### src/rtl/piezo_tone_decoder_if.sv
// Audio-monitor bundle for the piezo tone decoder.
// slave: decoder side; master: driver/observer side.
interface piezo_tone_decoder_if;
  logic       audio_i;
  logic       tone_valid_o;
  logic [1:0] tone_id_o;
  logic       tone_chg_o;
  logic [7:0] burst_cnt_o;

  modport slave (
    input  audio_i,
    output tone_valid_o,
    output tone_id_o,
    output tone_chg_o,
    output burst_cnt_o
  );

  modport master (
    output audio_i,
    input  tone_valid_o,
    input  tone_id_o,
    input  tone_chg_o,
    input  burst_cnt_o
  );
endinterface

### src/rtl/piezo_tone_decoder.sv
// Piezo tone decoder: recovers alert class from the square-wave audio stream.
// Ports: clk, rst_n (async low), bus.slave (audio_i in; tone_valid/id/chg, burst_cnt out).
module piezo_tone_decoder #(
  parameter int CNT_W     = 18,
  parameter int HP_OVR    = 8192,
  parameter int HP_BATT   = 16384,
  parameter int HP_MOV    = 65536,
  parameter int TOL       = 256,
  parameter int MATCH_CNT = 4,
  parameter int SILENCE   = 131072
) (
  input  logic clk,
  input  logic rst_n,
  piezo_tone_decoder_if.slave bus
);

  localparam int MW = $clog2(MATCH_CNT + 1);
  localparam int MV = CNT_W + 1;

  localparam logic [MV-1:0]    OVR_V   = MV'(HP_OVR);
  localparam logic [MV-1:0]    BATT_V  = MV'(HP_BATT);
  localparam logic [MV-1:0]    MOV_V   = MV'(HP_MOV);
  localparam logic [MV-1:0]    TOL_V   = MV'(TOL);
  localparam logic [CNT_W-1:0] SIL_TH  = CNT_W'(SILENCE - 1);
  localparam logic [CNT_W-1:0] CNT_MAX = '1;
  localparam logic [MW-1:0]    MATCH_V = MW'(MATCH_CNT);

  localparam logic [1:0] T_NONE = 2'b00;
  localparam logic [1:0] T_OVR  = 2'b01;
  localparam logic [1:0] T_BATT = 2'b10;
  localparam logic [1:0] T_MOV  = 2'b11;

  typedef enum logic [1:0] {
    S_IDLE,
    S_MEAS,
    S_LOCK
  } state_e;

  state_e           state_q, state_d;
  logic             sync1_q, sync2_q, dly_q;
  logic [CNT_W-1:0] hp_cnt_q;
  logic [1:0]       cand_q, cand_d;
  logic [MW-1:0]    match_q, match_d;
  logic             valid_q, valid_d;
  logic [1:0]       id_q, id_d;
  logic             chg_q;
  logic [7:0]       burst_q, burst_d;

  logic             edge_w;
  logic             sil_w;
  logic [MV-1:0]    m_w;
  logic [1:0]       cls;
  logic [MW-1:0]    match_one;
  logic [MW-1:0]    match_up;

  function automatic logic near(
    input logic [MV-1:0] m,
    input logic [MV-1:0] hp
  );
    logic [MV-1:0] d;
    d = (m >= hp) ? (m - hp) : (hp - m);
    return d <= TOL_V;
  endfunction

  assign edge_w = sync2_q ^ dly_q;
  assign sil_w  = (hp_cnt_q == SIL_TH) && !edge_w;
  assign m_w    = {1'b0, hp_cnt_q} + MV'(1);

  always_comb begin
    cls = T_NONE;
    if (near(m_w, OVR_V))
      cls = T_OVR;
    else if (near(m_w, BATT_V))
      cls = T_BATT;
    else if (near(m_w, MOV_V))
      cls = T_MOV;
  end

  assign match_one = (cls != T_NONE) ? MW'(1) : '0;

  // Extend the run only for a repeated real tone; otherwise restart on cls.
  always_comb begin
    match_up = match_one;
    if (cls == cand_q && cls != T_NONE)
      match_up = (match_q == MATCH_V) ? match_q
                                      : match_q + MW'(1);
  end

  always_ff @(posedge clk or negedge rst_n) begin
    if (!rst_n) begin
      sync1_q  <= 1'b0;
      sync2_q  <= 1'b0;
      dly_q    <= 1'b0;
      hp_cnt_q <= '0;
    end else begin
      sync1_q <= bus.audio_i;
      sync2_q <= sync1_q;
      dly_q   <= sync2_q;
      if (edge_w)
        hp_cnt_q <= '0;
      else if (hp_cnt_q != CNT_MAX)
        hp_cnt_q <= hp_cnt_q + CNT_W'(1);
    end
  end

  always_comb begin
    state_d = state_q;
    cand_d  = cand_q;
    match_d = match_q;
    valid_d = valid_q;
    id_d    = id_q;
    burst_d = burst_q;
    unique case (state_q)
      S_IDLE: begin
        if (edge_w)
          state_d = S_MEAS;
      end
      S_MEAS: begin
        if (edge_w) begin
          cand_d  = cls;
          match_d = match_up;
          if (match_up >= MATCH_V) begin
            state_d = S_LOCK;
            valid_d = 1'b1;
            id_d    = cls;
          end
        end else if (sil_w) begin
          state_d = S_IDLE;
          cand_d  = T_NONE;
          match_d = '0;
          valid_d = 1'b0;
          id_d    = T_NONE;
        end
      end
      S_LOCK: begin
        if (edge_w) begin
          if (cls != id_q) begin
            state_d = S_MEAS;
            valid_d = 1'b0;
            id_d    = T_NONE;
            burst_d = burst_q + 8'd1;
            cand_d  = cls;
            match_d = match_one;
            // Single-match lock: jump straight to the new tone.
            if (match_one >= MATCH_V) begin
              state_d = S_LOCK;
              valid_d = 1'b1;
              id_d    = cls;
            end
          end
        end else if (sil_w) begin
          state_d = S_IDLE;
          cand_d  = T_NONE;
          match_d = '0;
          valid_d = 1'b0;
          id_d    = T_NONE;
          burst_d = burst_q + 8'd1;
        end
      end
      default: begin
        state_d = S_IDLE;
      end
    endcase
  end

  always_ff @(posedge clk or negedge rst_n) begin
    if (!rst_n) begin
      state_q <= S_IDLE;
      cand_q  <= T_NONE;
      match_q <= '0;
      valid_q <= 1'b0;
      id_q    <= T_NONE;
      chg_q   <= 1'b0;
      burst_q <= '0;
    end else begin
      state_q <= state_d;
      cand_q  <= cand_d;
      match_q <= match_d;
      valid_q <= valid_d;
      id_q    <= id_d;
      chg_q   <= (id_d != id_q);
      burst_q <= burst_d;
    end
  end

  assign bus.tone_valid_o = valid_q;
  assign bus.tone_id_o    = id_q;
  assign bus.tone_chg_o   = chg_q;
  assign bus.burst_cnt_o  = burst_q;

endmodule

### src/flat_wrapper.sv
// flat-port wrapper written by rule: the top's interface ports become plain ports
module piezo_tone_decoder_flat 
#(
  parameter int CNT_W     = 18,
  parameter int HP_OVR    = 8192,
  parameter int HP_BATT   = 16384,
  parameter int HP_MOV    = 65536,
  parameter int TOL       = 256,
  parameter int MATCH_CNT = 4,
  parameter int SILENCE   = 131072
)
  (clk, rst_n, bus_audio_i, bus_tone_valid_o, bus_tone_id_o, bus_tone_chg_o, bus_burst_cnt_o);
  piezo_tone_decoder_if bus_i ();
  input  logic clk;
  input  logic rst_n;
  input wire logic [$bits(bus_i.audio_i)-1:0] bus_audio_i;
  output wire logic [$bits(bus_i.tone_valid_o)-1:0] bus_tone_valid_o;
  output wire logic [$bits(bus_i.tone_id_o)-1:0] bus_tone_id_o;
  output wire logic [$bits(bus_i.tone_chg_o)-1:0] bus_tone_chg_o;
  output wire logic [$bits(bus_i.burst_cnt_o)-1:0] bus_burst_cnt_o;
  assign bus_i.audio_i = bus_audio_i;
  assign bus_tone_valid_o = bus_i.tone_valid_o;
  assign bus_tone_id_o = bus_i.tone_id_o;
  assign bus_tone_chg_o = bus_i.tone_chg_o;
  assign bus_burst_cnt_o = bus_i.burst_cnt_o;
  piezo_tone_decoder #(.CNT_W(CNT_W), .HP_OVR(HP_OVR), .HP_BATT(HP_BATT), .HP_MOV(HP_MOV), .TOL(TOL), .MATCH_CNT(MATCH_CNT), .SILENCE(SILENCE)) u_core (.clk(clk), .rst_n(rst_n), .bus(bus_i));
endmodule
### config.mk
export PLATFORM = sky130hd
export DESIGN_NAME = piezo_tone_decoder_flat
export DESIGN_NICKNAME = d
export VERILOG_FILES = /design/src/rtl/piezo_tone_decoder_if.sv /design/src/rtl/piezo_tone_decoder.sv /design/src/flat_wrapper.sv
export SDC_FILE = /design/constraint.sdc
export NUM_CORES = 1
export LEC_CHECK = 0
export ABC_AREA = 0
export CORE_UTILIZATION = 62
export CTS_CLUSTER_SIZE = 24
export DETAILED_ROUTE_END_ITERATION = 10
export HOLD_SLACK_MARGIN = 0.05
export PLACE_DENSITY = 0.84
export SYNTH_ARGS = -nofsm -noshare
export SYNTH_HDL_FRONTEND = slang
export SYNTH_SLANG_ARGS = --single-unit
### constraint.sdc
create_clock -name clk -period 4.7 [get_ports clk]
set_clock_uncertainty 0.05 [all_clocks]
set_input_delay 0.94 -clock clk [delete_from_list [all_inputs] [get_ports clk]]
set_output_delay 0.94 -clock clk [all_outputs]
set_load 0.03 [all_outputs]
==> metrics.md, run 1 <==
| Metric | Value |
|---|---|
| Status | `complete, no violations` |
| Async set or reset register ratio after synthesis | `1.00` |
| Top_reg_cell synth | `dfrtp_1` |
| Fmax achieved | `227 MHz` |
| Layout Nets | `416` |
| Hold-fix buffers, CTS | `0` |
| Synth top area share | `0.290` |
| DRT Pass-1 Iters | `7` |
| Setup crit start | `u_core.hp_cnt_q[1]$_DFFE_PN0P_` |
| Synthesized area | `3460 sq um` |
| Total number of yosys warnings | `0` |
| Final setup viols | `0` |
| Starting density of the core | `0.660` |
| Clock Latency Late Sink | `0.29 ns` |
| Share of cells above drive strength 1 | `0.132` |
| Slowest CP cell | `or4_1` |
| Area contributors post-synth | `dfrtp_1, ha_1, xnor2_1, xor2_1, nand2_1` |
| Final WL | `8170 um` |
| Required @ worst endpoint | `4.84 ns` |
| DPL Wire Length | `6040 um` |
| Slew Viols, Final | `0` |
| Power Density | `284 nW/um^2` |
| Reg2reg end | `u_core.cand_q[0]$_DFFE_PN0P_` |
| Num CTS Buffers | `5` |
| Routed via count | `3,206` |
| H-tree Lvls | `2` |
| Hold path start | `u_core.sync1_q$_DFF_PN0_` |
| Post-Synthesis Cells | `393` |
| Critical path type | `register to register` |
| Hold Fails Final Rpt | `0` |
| Die W | `76.7 um` |
| Reg2reg path depth | `14` |
| Slew @ Worst Pin | `0.894 ns` |
| GRT Total Usage | `0.299` |
| RSZ-0062 raised after global routing | `false` |
| Yosys cell types | `80` |
| Fin worst setup slack | `0.286 ns` |
| Crit path max fanout | `11` |
| Commonest non-fill, non-tap cell in the layout | `dfrtp_1` |
| Clock Pin Slew Worst Setup and Hold Paths | `0.09 ns` |
| Static Leak | `1.57 nW` |
| Global route total overflow | `0` |
| Layout area overhead | `9.08%` |
| Crit path capture | `u_core.cand_q[0]$_DFFE_PN0P_` |
| Largest net degree at the start of global routing | `41` |
| Setup tns final | `0 ns` |
| Detailed-route wire length per cell | `17.3 um` |
| ANT nets after route | `0` |
| Post-synth EDFFs | `0` |
| Post-Syn Nets | `407` |
| Root Buffer | `clkbuf_8` |
| Register Area | `1000 sq um` |
| Sequential area share after synthesis | `0.290` |
| Fin area | `3770 sq um` |
| Initial antenna violation count | `0` |
| First-pass GRT wire length | `14,000 um` |
| Relative slew slack | `0.404` |
| Filler cells | `391` |
| Arrival @ worst endpoint | `4.55 ns` |
| Post-place setup slack | `0.0714 ns` |
| Synth Area per Inst | `8.80 sq um` |
| CP max stage delay | `0.55 ns` |
| Cells after DPL | `464` |
| Maxcap violations | `0` |
| Fin crit period | `4.41 ns` |
| I/O Buffers | `14` |
| Critical path startpoint category | `register` |
| Row Count | `26` |
| Drt via density | `6.78` |
| GP Congestion | `0.934` |
| CP endpoint kind | `register` |
| Number of synthesized register bits | `40` |
| Clock tree sinks | `40` |
| Tcrit/Tclk final | `0.939` |
| Footprint of the multi-input gates | `2280 sq um` |
| Cells along the critical path | `ha_4 -> nand4_4 -> nor4_4 -> buf_4 -> xor2_1 -> inv_1 -> ha_1 -> or4_1 -> o2111a_1 -> o21ai_1 -> o32a_1 -> o32ai_2 -> or3_1 -> a22o_1` |
| Hold_ws | `0.310 ns` |
| CORE AREA | `5240 sq um` |
| # DRC | `0` |
| ANT cells | `0` |
| Cell Area, Placed | `3630 sq um` |
| Die Area | `5880 sq um` |
| R2R Path Start | `u_core.hp_cnt_q[1]$_DFFE_PN0P_` |
| Non-Filler Instances | `473` |
| Highest-count cells in the layout ignoring fill and taps | `dfrtp_1, nor2_1, nand2_1` |
| CTS tree | `yes` |
| Detailed Route Iter0 Violations | `365` |
| Worst-case clock buffer depth | `2` |
| Vias in the first global route | `2,888` |
| Worst vdd ir | `0.260 mV` |
| Die Ht | `76.7 um` |
| Yosys top cell by area | `dfrtp_1` |
| I/O pin count | `15` |
| Flop2flop setup slack | `0.29 ns` |
| HP Class | `register to register` |
worst min-delay path by stage:
stage	endpoint	cells past startpoint
floorplan	u_core.sync2_q$_DFF_PN0_	0
global placement	u_core.sync2_q$_DFF_PN0_	0
detailed placement	u_core.sync2_q$_DFF_PN0_	0
CTS	u_core.sync2_q$_DFF_PN0_	0
global route	u_core.sync2_q$_DFF_PN0_	0
finish	u_core.sync2_q$_DFF_PN0_	0
area by class of cell:
cell class	instances	share of cell area
clock inverters	3	0.0123
well taps	70	0.0232
repair buffers	25	0.0577
multi-input cells	312	0.605
clock buffers	5	0.0182
inverters	18	0.0179
flip-flops and latches	40	0.266
repair_timing:
action | in CTS | in global routing
hold endpoints to repair | 0 | 0
endpoints found under the setup margin | 0 | 19
setup buffers | 0 | 1
gates resized for setup | 0 | 4
state kept, by name, indices dropped and copies added (netlist names):
signal and count:
u_core.bus.burst_cnt_o 8, u_core.bus.tone_chg_o 1, u_core.bus.tone_id_o 2, u_core.bus.tone_valid_o 1, u_core.cand_q 2, u_core.dly_q 1, u_core.hp_cnt_q 18, u_core.match_q 3
u_core.state_q 2, u_core.sync1_q 1, u_core.sync2_q 1
worst max-delay path: cells and delay by family (launching register included):
| kind | cells | cell delay [ns] |
|---|---|---|
| DFF | 1 | 0.50 |
| and+or+nand+nor | 4 | 1.66 |
| adders and majority gates | 2 | 0.53 |
| buffers and inverters | 2 | 0.31 |
| AOI/OAI and AO/OA | 5 | 1.05 |
| xor gates and xnor gates | 1 | 0.21 |
where the power goes:
part / internal (mW) / switching [mW] / leakage [nW] / total (mW)
clock: 0.160 / 0.134 / 0.0548 / 0.294
sequential: 0.376 / 0.0386 / 0.536 / 0.414
combinational: 0.150 / 0.212 / 0.984 / 0.362
cell families after synthesis:
| group | after synthesis | share of synthesized area |
|---|---|---|
| compound gates | 91 | 0.209 |
| xor+xnor | 31 | 0.0825 |
| fa+ha+maj | 11 | 0.0398 |
| buf+inv | 41 | 0.0546 |
| flops | 40 | 0.290 |
| mux | 12 | 0.0366 |
| simple gates | 167 | 0.288 |
per-layer routing:
layer  wire length (um)  global-route usage
met1               3760               0.458
met2               3650               0.431
met3                567              0.0405
met4                191              0.0923
met5                  0                   0
through the flow:
step	total power [mW]	util
after floorplan	0.679	-
after global placement	0.765	0.694
after detailed placement	0.775	0.694
after CTS	1.07	0.716
after global routing	1.13	0.720
final	1.07	0.720
synth_stat cells (4+ instances only):
cell type	instances
nand3_1	14
or3_1	9
nand2b_1	4
ha_1	11
nand2_1	29
o211ai_1	7
a21oi_1	18
dfrtp_1	40
buf_2	9
nand4_1	11
mux2i_1	7
a211oi_1	5
inv_1	17
xor2_1	15
a31oi_1	5
nor2_1	29
o31ai_1	4
nor4_1	7
xnor2_1	15
and3_1	9
or4_1	4
and2_1	8
o2bb2ai_1	4
nor3_1	13
clkbuf_1	7
o21ai_0	7
mux2_2	5
Power figures use the tool's default switching activity.
==> inputs of run 2 (changes only) <==
Settings changed: CTS_CLUSTER_SIZE 24 to default.
==> results of run 2 <==
Final layout, timing and power as in run 1 (identical DEF).
